File: src/rtl/tdm_scan_mux.sv
// Registered N-channel TDM scanner: auto-steps through channels at a programmable
// prescaled rate or holds a manually chosen channel; drives data, one-hot strobe and wrap pulse.
module tdm_scan_mux #(
    parameter int DATA_WIDTH = 1,
    parameter int NUM_CH     = 4,
    parameter int SEL_WIDTH  = 2,
    parameter int DIV_WIDTH  = 16
) (
    input  logic                           clk,
    input  logic                           reset_n,
    input  logic                           enable,
    input  logic                           mode,
    input  logic [SEL_WIDTH-1:0]           manual_sel,
    input  logic [DIV_WIDTH-1:0]           div_limit,
    input  logic [NUM_CH*DATA_WIDTH-1:0]   in_data,
    output logic [DATA_WIDTH-1:0]          out,
    output logic [SEL_WIDTH-1:0]           active_sel,
    output logic [NUM_CH-1:0]              ch_strobe,
    output logic                           wrap
);

    localparam logic [SEL_WIDTH:0]   CH_CNT   = (SEL_WIDTH+1)'(NUM_CH);
    localparam logic [SEL_WIDTH-1:0] LAST_SEL = SEL_WIDTH'(NUM_CH - 1);

    logic [DIV_WIDTH-1:0]  cnt_q, cnt_d;
    logic [SEL_WIDTH-1:0]  sel_q, sel_d;
    logic [DATA_WIDTH-1:0] out_q, out_d;
    logic [NUM_CH-1:0]     strobe_q, strobe_d;
    logic                  wrap_q, wrap_d;
    logic                  tick;

    logic [DATA_WIDTH-1:0] ch [NUM_CH];

    for (genvar k = 0; k < NUM_CH; k++) begin : g_unpack
        assign ch[k] = in_data[k*DATA_WIDTH +: DATA_WIDTH];
    end

    // Unsigned >= so that lowering div_limit below the running count ticks at once.
    assign tick = (cnt_q >= div_limit);

    always_comb begin
        cnt_d  = cnt_q;
        sel_d  = sel_q;
        wrap_d = 1'b0;
        if (mode) begin
            cnt_d = '0;
            if ({1'b0, manual_sel} < CH_CNT) begin
                sel_d = manual_sel;
            end
        end else if (enable) begin
            if (tick) begin
                cnt_d = '0;
                if (sel_q == LAST_SEL) begin
                    sel_d  = '0;
                    wrap_d = 1'b1;
                end else begin
                    sel_d = sel_q + 1'b1;
                end
            end else begin
                cnt_d = cnt_q + DIV_WIDTH'(1);
            end
        end
        strobe_d = NUM_CH'(1) << sel_d;
        // Data path samples the select already in place, so it lags a select change by one cycle.
        out_d    = ch[sel_q];
    end

    always_ff @(posedge clk) begin
        if (!reset_n) begin
            cnt_q    <= '0;
            sel_q    <= '0;
            out_q    <= '0;
            strobe_q <= '0;
            wrap_q   <= 1'b0;
        end else begin
            cnt_q    <= cnt_d;
            sel_q    <= sel_d;
            out_q    <= out_d;
            strobe_q <= strobe_d;
            wrap_q   <= wrap_d;
        end
    end

    assign out        = out_q;
    assign active_sel = sel_q;
    assign ch_strobe  = strobe_q;
    assign wrap       = wrap_q;

endmodule

File: config.mk
export PLATFORM = sky130hd
export DESIGN_NAME = tdm_scan_mux
export DESIGN_NICKNAME = d
export VERILOG_FILES = /design/src/rtl/tdm_scan_mux.sv
export SDC_FILE = /design/constraint.sdc
export NUM_CORES = 1
export LEC_CHECK = 0
export CORE_UTILIZATION = 46
export CTS_BUF_LIST = sky130_fd_sc_hd__clkbuf_8
export DETAILED_ROUTE_END_ITERATION = 10
export PLACE_DENSITY = 0.77
export SLEW_MARGIN = 25
export SYNTH_ARGS = -nofsm -noshare
export SYNTH_HDL_FRONTEND = slang
export SYNTH_SLANG_ARGS = --single-unit
File: constraint.sdc
create_clock -name clk -period 2.3 [get_ports clk]
set_clock_uncertainty 0.15 [all_clocks]
set_input_delay 0.46 -clock clk [delete_from_list [all_inputs] [get_ports clk]]
set_output_delay 0.46 -clock clk [all_outputs]
set_load 0.05 [all_outputs]
# After elaboration in Yosys (flattened, before gate mapping)
# Index checks and enable logic that the tools add are counted.
# totals
reg_bits	24
inputBits	26
output_inout_bits	8
wordCells	26
# op_classes
add_sub_neg	2
n_lt_le_gt_ge	2
n_eq_ne	1
shift	1
n_mux	9
bitwise	4
reduce_logical	2
# ops
cell	count
$add A16 B1 Y16 const B	1
$ge A16 B16 Y1	1
$mux W16	1
$mux W2	4
$reduce_or A4 Y1	1
$shl A1 B2 Y4 const A	1
$ge A3 B3 Y1 const B	1
$mux W1	3
$not A1 Y1	3
$not A2 Y3	1
$add A2 B1 Y2 const B	1
$bmux W1 S2	1
$eq A2 B2 Y1 const B	1
$reduce_or A2 Y1	1

# Longest topological paths before layout
# Gate-level depths: netlist of run 1.
# depth
ltp_word	6
mapped_depth	9
ltp_nobuf	8

# Worst setup path after synthesis of run 1
# OpenSTA, ideal clock, no wires.
# synth_timing
kind	input-to-reg
start	in div_limit[14]
end	reg cnt_q[7]
setup_ps	115
t_arrival_ps	2157
required_ps	2035
slack_ps	-122
cell_stages	9
n_path_buf	1
cell_sequence	inv_1 -> ha_1 -> nand4_1 -> or3_1 -> a221o_1 -> and3_4 -> o21ai_2 -> buf_4 -> nor2_1
# synth_via
elab_chain_cells	2
# synth_rtl
item	line_no	source
from (decl)	14	input logic [DIV_WIDTH-1:0] div_limit,
$ge A16 B16 Y1	39	assign tick = (cnt_q >= div_limit);
$mux W16	51	if (tick) begin
to (signal assigned)	76	cnt_q <= cnt_d;
to (decl)	25	logic [DIV_WIDTH-1:0] cnt_q, cnt_d;
# No other way between the ends.
# A chain may end at the register's enable or synchronous reset.

# Worst setup path in the final report of run 1
# layout_timing
start	reg cnt_q[15]
end	reg strobe_q[2], in the netlist ch_strobe[2]
# layout_via
elab_chain_cells	5
# layout_rtl
item	line_no	source
$ge A16 B16 Y1	39	
$mux W2	51	
$mux W2	50	end else if (enable) begin
$mux W2	45	if (mode) begin
$shl A1 B2 Y4	63	strobe_d = NUM_CH'(1) << sel_d;
to (signal assigned)	79	strobe_q <= strobe_d;
to (decl)	28	logic [NUM_CH-1:0] strobe_q, strobe_d;
# No other way between the ends.

==> results of run 1 <==
layout by cell type, fill, tap and decap left out, types with 10 or more instances in the layout:
cell type        instances
dfxtp_1                 20
ha_4                    10
nor2_1                  21
nand2_1                 11
inv_1                   10
nand4_1                 10
clkdlybuf4s50_1         21
buf_4                   22
layer usage:
| metal | vias up | part of all wire [%] | global-route usage, % |
|---|---|---|---|
| met5 | - | 0 | 0 |
| met3 | 6 | 2.4 | 5.275 |
| met4 | 0 | 1.9 | 9.524 |
| li1 | 710 | - | - |
| met2 | 22 | 53 | 38.92 |
| met1 | 654 | 43 | 23.28 |
state kept, by name, indices dropped and copies added, names as in the netlist:
| signal | count |
|---|---|
| active_sel | 2 |
| ch_strobe | 4 |
| cnt_q | 16 |
| out | 1 |
| wrap | 1 |
what timing repair did:
item,CTS,global route
pin swaps,12,11
buffers inserted,1,3
cloned,0,0
setup endpoints to repair,23,22
resized for setup,43,6
path summary, 6_finish.rpt:
| kind | start | end | slack, ns | depth (start not counted) |
|---|---|---|---|---|
| setup / recovery | cnt_q[15]$_SDFFE_PP0P_ | ch_strobe[2]$_SDFF_PN0_ | -0.07 | 8 |
| hold / removal | cnt_q[4]$_SDFFE_PP0P_ | cnt_q[4]$_SDFFE_PP0P_ | 0.41 | 2 |
| setup reg to reg | cnt_q[15]$_SDFFE_PP0P_ | ch_strobe[2]$_SDFF_PN0_ | -0.07 | 8 |
| hold reg to reg | cnt_q[4]$_SDFFE_PP0P_ | cnt_q[4]$_SDFFE_PP0P_ | 0.41 | 2 |
through the flow:
step	instances	setup slack (ns)	setup TNS, ns	power (uW)
finish	275	-0.06781	-0.1906	975.6
global route	275	-0.1358	-0.6298	1020
CTS	272	-0.07817	-0.2060	984.2
detailed placement	267	-0.7181	-14.82	614.3
global placement	267	-0.6979	-14.21	609.8
floorplan	172	-0.02923	-0.05484	529.2
cell families after synthesis:
kind of cell | count (synthesis) | share of synthesized area, %
buf+inv | 23 | 6.181
compound gates | 21 | 10.47
mux | 1 | 1.545
simple gates | 70 | 24.38
xor+xnor | 15 | 9.013
fa+ha+maj | 18 | 15.45
flops | 24 | 32.96
layout make-up:
class / count / area (sq um) / area share (%)
Multi-Input combinational cell: 125 / 1052 / 46.77
Timing Repair Buffer: 57 / 486.7 / 21.64
Tap cell: 44 / 55.05 / 2.447
Inverter: 21 / 98.84 / 4.394
Clock inverter: 1 / 30.03 / 1.335
Sequential cell: 24 / 485.5 / 21.58
Clock buffer: 3 / 41.29 / 1.835
power by group:
part	switching [uW]	internal [uW]	total, uW
Combinational	86.8	86.3	173
Sequential	6.46	424	430
Clock	139	233	372
Total	232	743	976
worst reg2reg max path: stages (launching register included):
cell and delay, ns:
dfxtp_2 0.34, ha_4 0.26, nand4_1 0.13, or3_1 0.40, a221o_1 0.31, buf_6 0.14
a311oi_4 0.30, a211oi_2 0.08, nor3_1 0.18
==> results.json, run 1 <==
{
  "nets": 276,
  "cpLargestDelayFamily": "simple AND/OR/NAND/NOR gates",
  "fin_crit_sh_pct": 102.9,
  "io_pins": 34,
  "cts_sinks": 24,
  "synthArstFlopShare_pct": 0,
  "firstDrtPassIters": 4,
  "clock_latency_ns": 0.27,
  "grt_pass1_wl_mm": 5.471,
  "ys_top_cells_by_area": "dfxtp_1 (33%), ha_1 (15%), inv_1 (5.4%)",
  "synth_fp_nets": 216,
  "hold_viol": 0,
  "rsz0062_at_grt": "true",
  "diodes": 0,
  "syn2layout_area_growth_pct": 54.33,
  "timing.final.ws_setup_ns": -0.06781,
  "cpMaxStageDelayCell": "or3_1",
  "gp_congestion": 0.8641,
  "cp_max_fo": 3,
  "cts_tree": "yes",
  "critPathArrivalTime_ns": 2.41,
  "grt_overflow": 0,
  "synth_cell_types": 34,
  "synthFlopType": "dfxtp_1",
  "start_kind": "flip-flop",
  "syn_area_per_cell_sq_um": 8.475,
  "synth_most_common_cell": "dfxtp_1",
  "syn_area_sq_um": 1458,
  "ys_top_cells_by_count": "dfxtp_1 (24), inv_1 (21), nor2_1 (21)",
  "leakage_uw": 0.0009041,
  "fin_area_sq_um": 2250,
  "path_buf_inv": 1,
  "drc": 0,
  "cts.clk_slew.worst_paths_ns": 0.08,
  "cp-end-kind": "flip-flop",
  "cts_hold_buf": 0,
  "antenna_left": 0,
  "synth_edf_count": 0,
  "grt_max_degree": 16,
  "yosys.area.top_type_share_pct": 32.96,
  "hold-worst-slack_ns": 0.4053,
  "drt_wl_total_mm": 3.396,
  "period_minus_slack_ns": 2.368,
  "status": "finished, violations left",
  "wl_per_cell_um": 12.35,
  "hold_class": "flip-flop to flip-flop",
  "syn_inst": 172,
  "clk_path_buf_depth": 2,
  "start_util_pct": 48.14,
  "port_buffers": 33,
  "rows": 20,
  "core_area_sq_um": 3028,
  "max-cap-violations": 0,
  "timing.slew.headroom_pct": 66.52,
  "peakVddDrop_uv": 473.8,
  "htree_levels": 1,
  "power_density_nw_per_um2": 433.7,
  "via_per_inst": 5.062,
  "yosysSeqAreaShare_pct": 32.96,
  "die_h_um": 58.29,
  "drv_slew": 0,
  "cts_buffers": 3,
  "yosysWarnings": 0,
  "violations": "negative setup slack",
  "fill_cells": 217,
  "track_usage_pct": 21.33,
  "crit_required_ns": 2.35,
  "antenna_found_initial": 0,
  "setup_violations": 5,
  "die_w_um": 58.29,
  "dpl.hpwl_mm": 2.553,
  "cts-root-buf": "clkbuf_8",
  "grt_pass1_vias": 1334,
  "placed_area_sq_um": 2122,
  "tightest_slew_ns": 0.5007,
  "cp_cell_sequence": "ha_4, nand4_1, or3_1, a221o_1, buf_6, a311oi_4, a211oi_2, nor3_1",
  "crit_path_max_incr_delay_ns": 0.40,
  "layout-drive-gt1-share_pct": 30.74,
  "drtIter0Drc": 32,
  "ys_ff_latch": 24,
  "yosysTopAreaCell": "dfxtp_1",
  "fmax_ghz": 0.4223,
  "final_util_pct": 74.30,
  "crit_type": "flip-flop to flip-flop",
  "die-area_sq_um": 3398,
  "vias": 1392
}
(Power assumes the default switching activity.)
==> run 2, diff against run 1 <==
==> constraint.sdc (replaced) <==
create_clock -name clk -period 2.3 [get_ports clk]
set_clock_uncertainty 0.15 [all_clocks]
set_input_delay 0.345 -clock clk [delete_from_list [all_inputs] [get_ports clk]]
set_output_delay 0.345 -clock clk [all_outputs]
set_load 0.05 [all_outputs]
==> run 2 against run 1 <==
  * The flow still finishes with violations (negative setup slack)
  * Global-route usage increased by 0.87 points
  * Flip-flop and latch count unchanged
  * Design area decreased by 2.0%
  * Critical path depth increased by 3
  * Critical path type is now primary input to flip-flop
==> results.json, run 2 (synthesis gave the netlist of run 1 again) <==
{
  "firstDrtPassIters": 4,
  "setup_violations": 20,
  "gp_congestion": 0.8039,
  "placed_area_sq_um": 1979,
  "fin_crit_sh_pct": 102.2,
  "cts_buffers": 3,
  "seqCellArea_sq_um": 491.7,
  "rows": 20,
  "dpl.hpwl_mm": 2.542,
  "leakage_uw": 0.0008995,
  "period_minus_slack_ns": 2.350,
  "violations": "negative setup slack",
  "rsz0062_at_grt": "true",
  "cts-root-buf": "clkbuf_8",
  "clock_latency_ns": 0.26,
  "drt_wl_total_mm": 3.447,
  "cts_hold_buf": 0,
  "crit_type": "primary input to flip-flop",
  "start_util_pct": 48.14,
  "power_density_nw_per_um2": 382.4,
  "tightest_slew_ns": 0.4931,
  "final_cell_mix": "nor2_1 (21), clkdlybuf4s50_1 (21), buf_4 (20)",
  "wl_per_cell_um": 12.63,
  "hold_viol": 0,
  "largest_reg_flops": 16,
  "fin_area_sq_um": 2205,
  "track_usage_pct": 22.21,
  "critPathArrivalTime_ns": 2.36,
  "core_area_sq_um": 3028,
  "status": "finished, violations left",
  "dpl.cell_count": 264,
  "via_per_inst": 5.114,
  "regMostFlops": "cnt_q",
  "antenna_found_initial": 0,
  "nets": 275,
  "grt_max_degree": 16,
  "layout-drive-gt1-share_pct": 27.07,
  "dp_worst_setup_slack_ns": -0.5871,
  "clk_path_buf_depth": 2,
  "vias": 1396,
  "timing.slew.headroom_pct": 67.03,
  "timing.final.ws_setup_ns": -0.05001,
  "grt_pass1_wl_mm": 5.823,
  "die-area_sq_um": 3398,
  "start_kind": "primary input",
  "drc": 0,
  "drtIter0Drc": 35,
  "setup_tns_ns": -0.7971,
  "cts.clk_slew.worst_paths_ns": 0.08,
  "syn2layout_area_growth_pct": 51.24,
  "crit_required_ns": 2.31,
  "port_buffers": 33,
  "fmax_ghz": 0.4255,
  "diodes": 0,
  "cp-end-kind": "flip-flop",
  "io_pins": 34,
  "fin_cells": 273,
  "grt_overflow": 0,
  "cp_max_fo": 15,
  "hold_class": "flip-flop to flip-flop",
  "drv_slew": 0,
  "antenna_left": 0,
  "fill_cells": 230,
  "die_h_um": 58.29,
  "die_w_um": 58.29,
  "peakVddDrop_uv": 329.1,
  "grt_pass1_vias": 1345,
  "hold-worst-slack_ns": 0.3557,
  "cts_sinks": 24,
  "htree_levels": 1,
  "max-cap-violations": 0,
  "cts_tree": "yes",
  "multi_input_area_sq_um": 1028
}
==> run 2: cell count changes in the layout (fill, tap and decap cells not counted), sizes merged <==
cell           change
dlygate4sd2       +10
buf                -9
clkdlybuf4s15      -2
bufinv             -1
==> run 2: per-stage QoR <==
step / power, uW / utilization, %
global route: 881.0 / 72.81
finish: 843.1 / 72.81
global placement: 594.6 / 65.37
floorplan: 519.2 / -
CTS: 850.1 / 72.27
detailed placement: 597.7 / 65.37
==> run 2: final cells by class <==
cell class | count | area share (%)
well taps | 44 | 2.497
inverters | 21 | 3.575
flip-flops and latches | 24 | 22.30
multi-input cells | 125 | 46.65
clock buffers | 3 | 1.873
repair buffers | 56 | 23.10
==> run 2: final timing paths <==
kind,from,to,slack [ns],depth (start not counted)
max,div_limit[15],cnt_q[8]$_SDFFE_PP0P_,-0.05,11
min,cnt_q[1]$_SDFFE_PP0P_,cnt_q[1]$_SDFFE_PP0P_,0.36,2
max reg2reg,cnt_q[6]$_SDFFE_PP0P_,cnt_q[8]$_SDFFE_PP0P_,-0.04,9
min reg2reg,cnt_q[1]$_SDFFE_PP0P_,cnt_q[1]$_SDFFE_PP0P_,0.36,2
==> run 2: worst max-delay path: stages <==
cell and delay [ns]:
dlygate4sd2_1 0.24, inv_2 0.05, ha_4 0.27, nand4_1 0.12, or3_1 0.35, a221o_1 0.31
and3_4 0.22, buf_6 0.12, o21ai_4 0.13, buf_12 0.15, nor2_1 0.05
==> run 2: timing repair <==
item                                    CTS  global route
setup buffers                             6             0
gates resized for setup                  40             7
pin swaps                                19             4
endpoints found under the hold margin     0             0
endpoints found under the setup margin   23            22
==> run 2: where the power goes <==
group | internal, uW | switching (uW) | total [uW] | leakage [uW]
combinational | 82.9 | 82.5 | 165 | 0.000678
clock | 117 | 130 | 247 | 0.0000216
sequential | 424 | 7.01 | 431 | 0.000199
total | 624 | 219 | 843 | 0.000899
==> run 2: layer usage <==
metal	wire length, um	GRT usage (%)	vias up
met5	0	0	-
met4	46	6.122	0
met3	133	4.615	8
met2	1812	41.87	39
met1	1454	25.17	642
li1	-	-	707
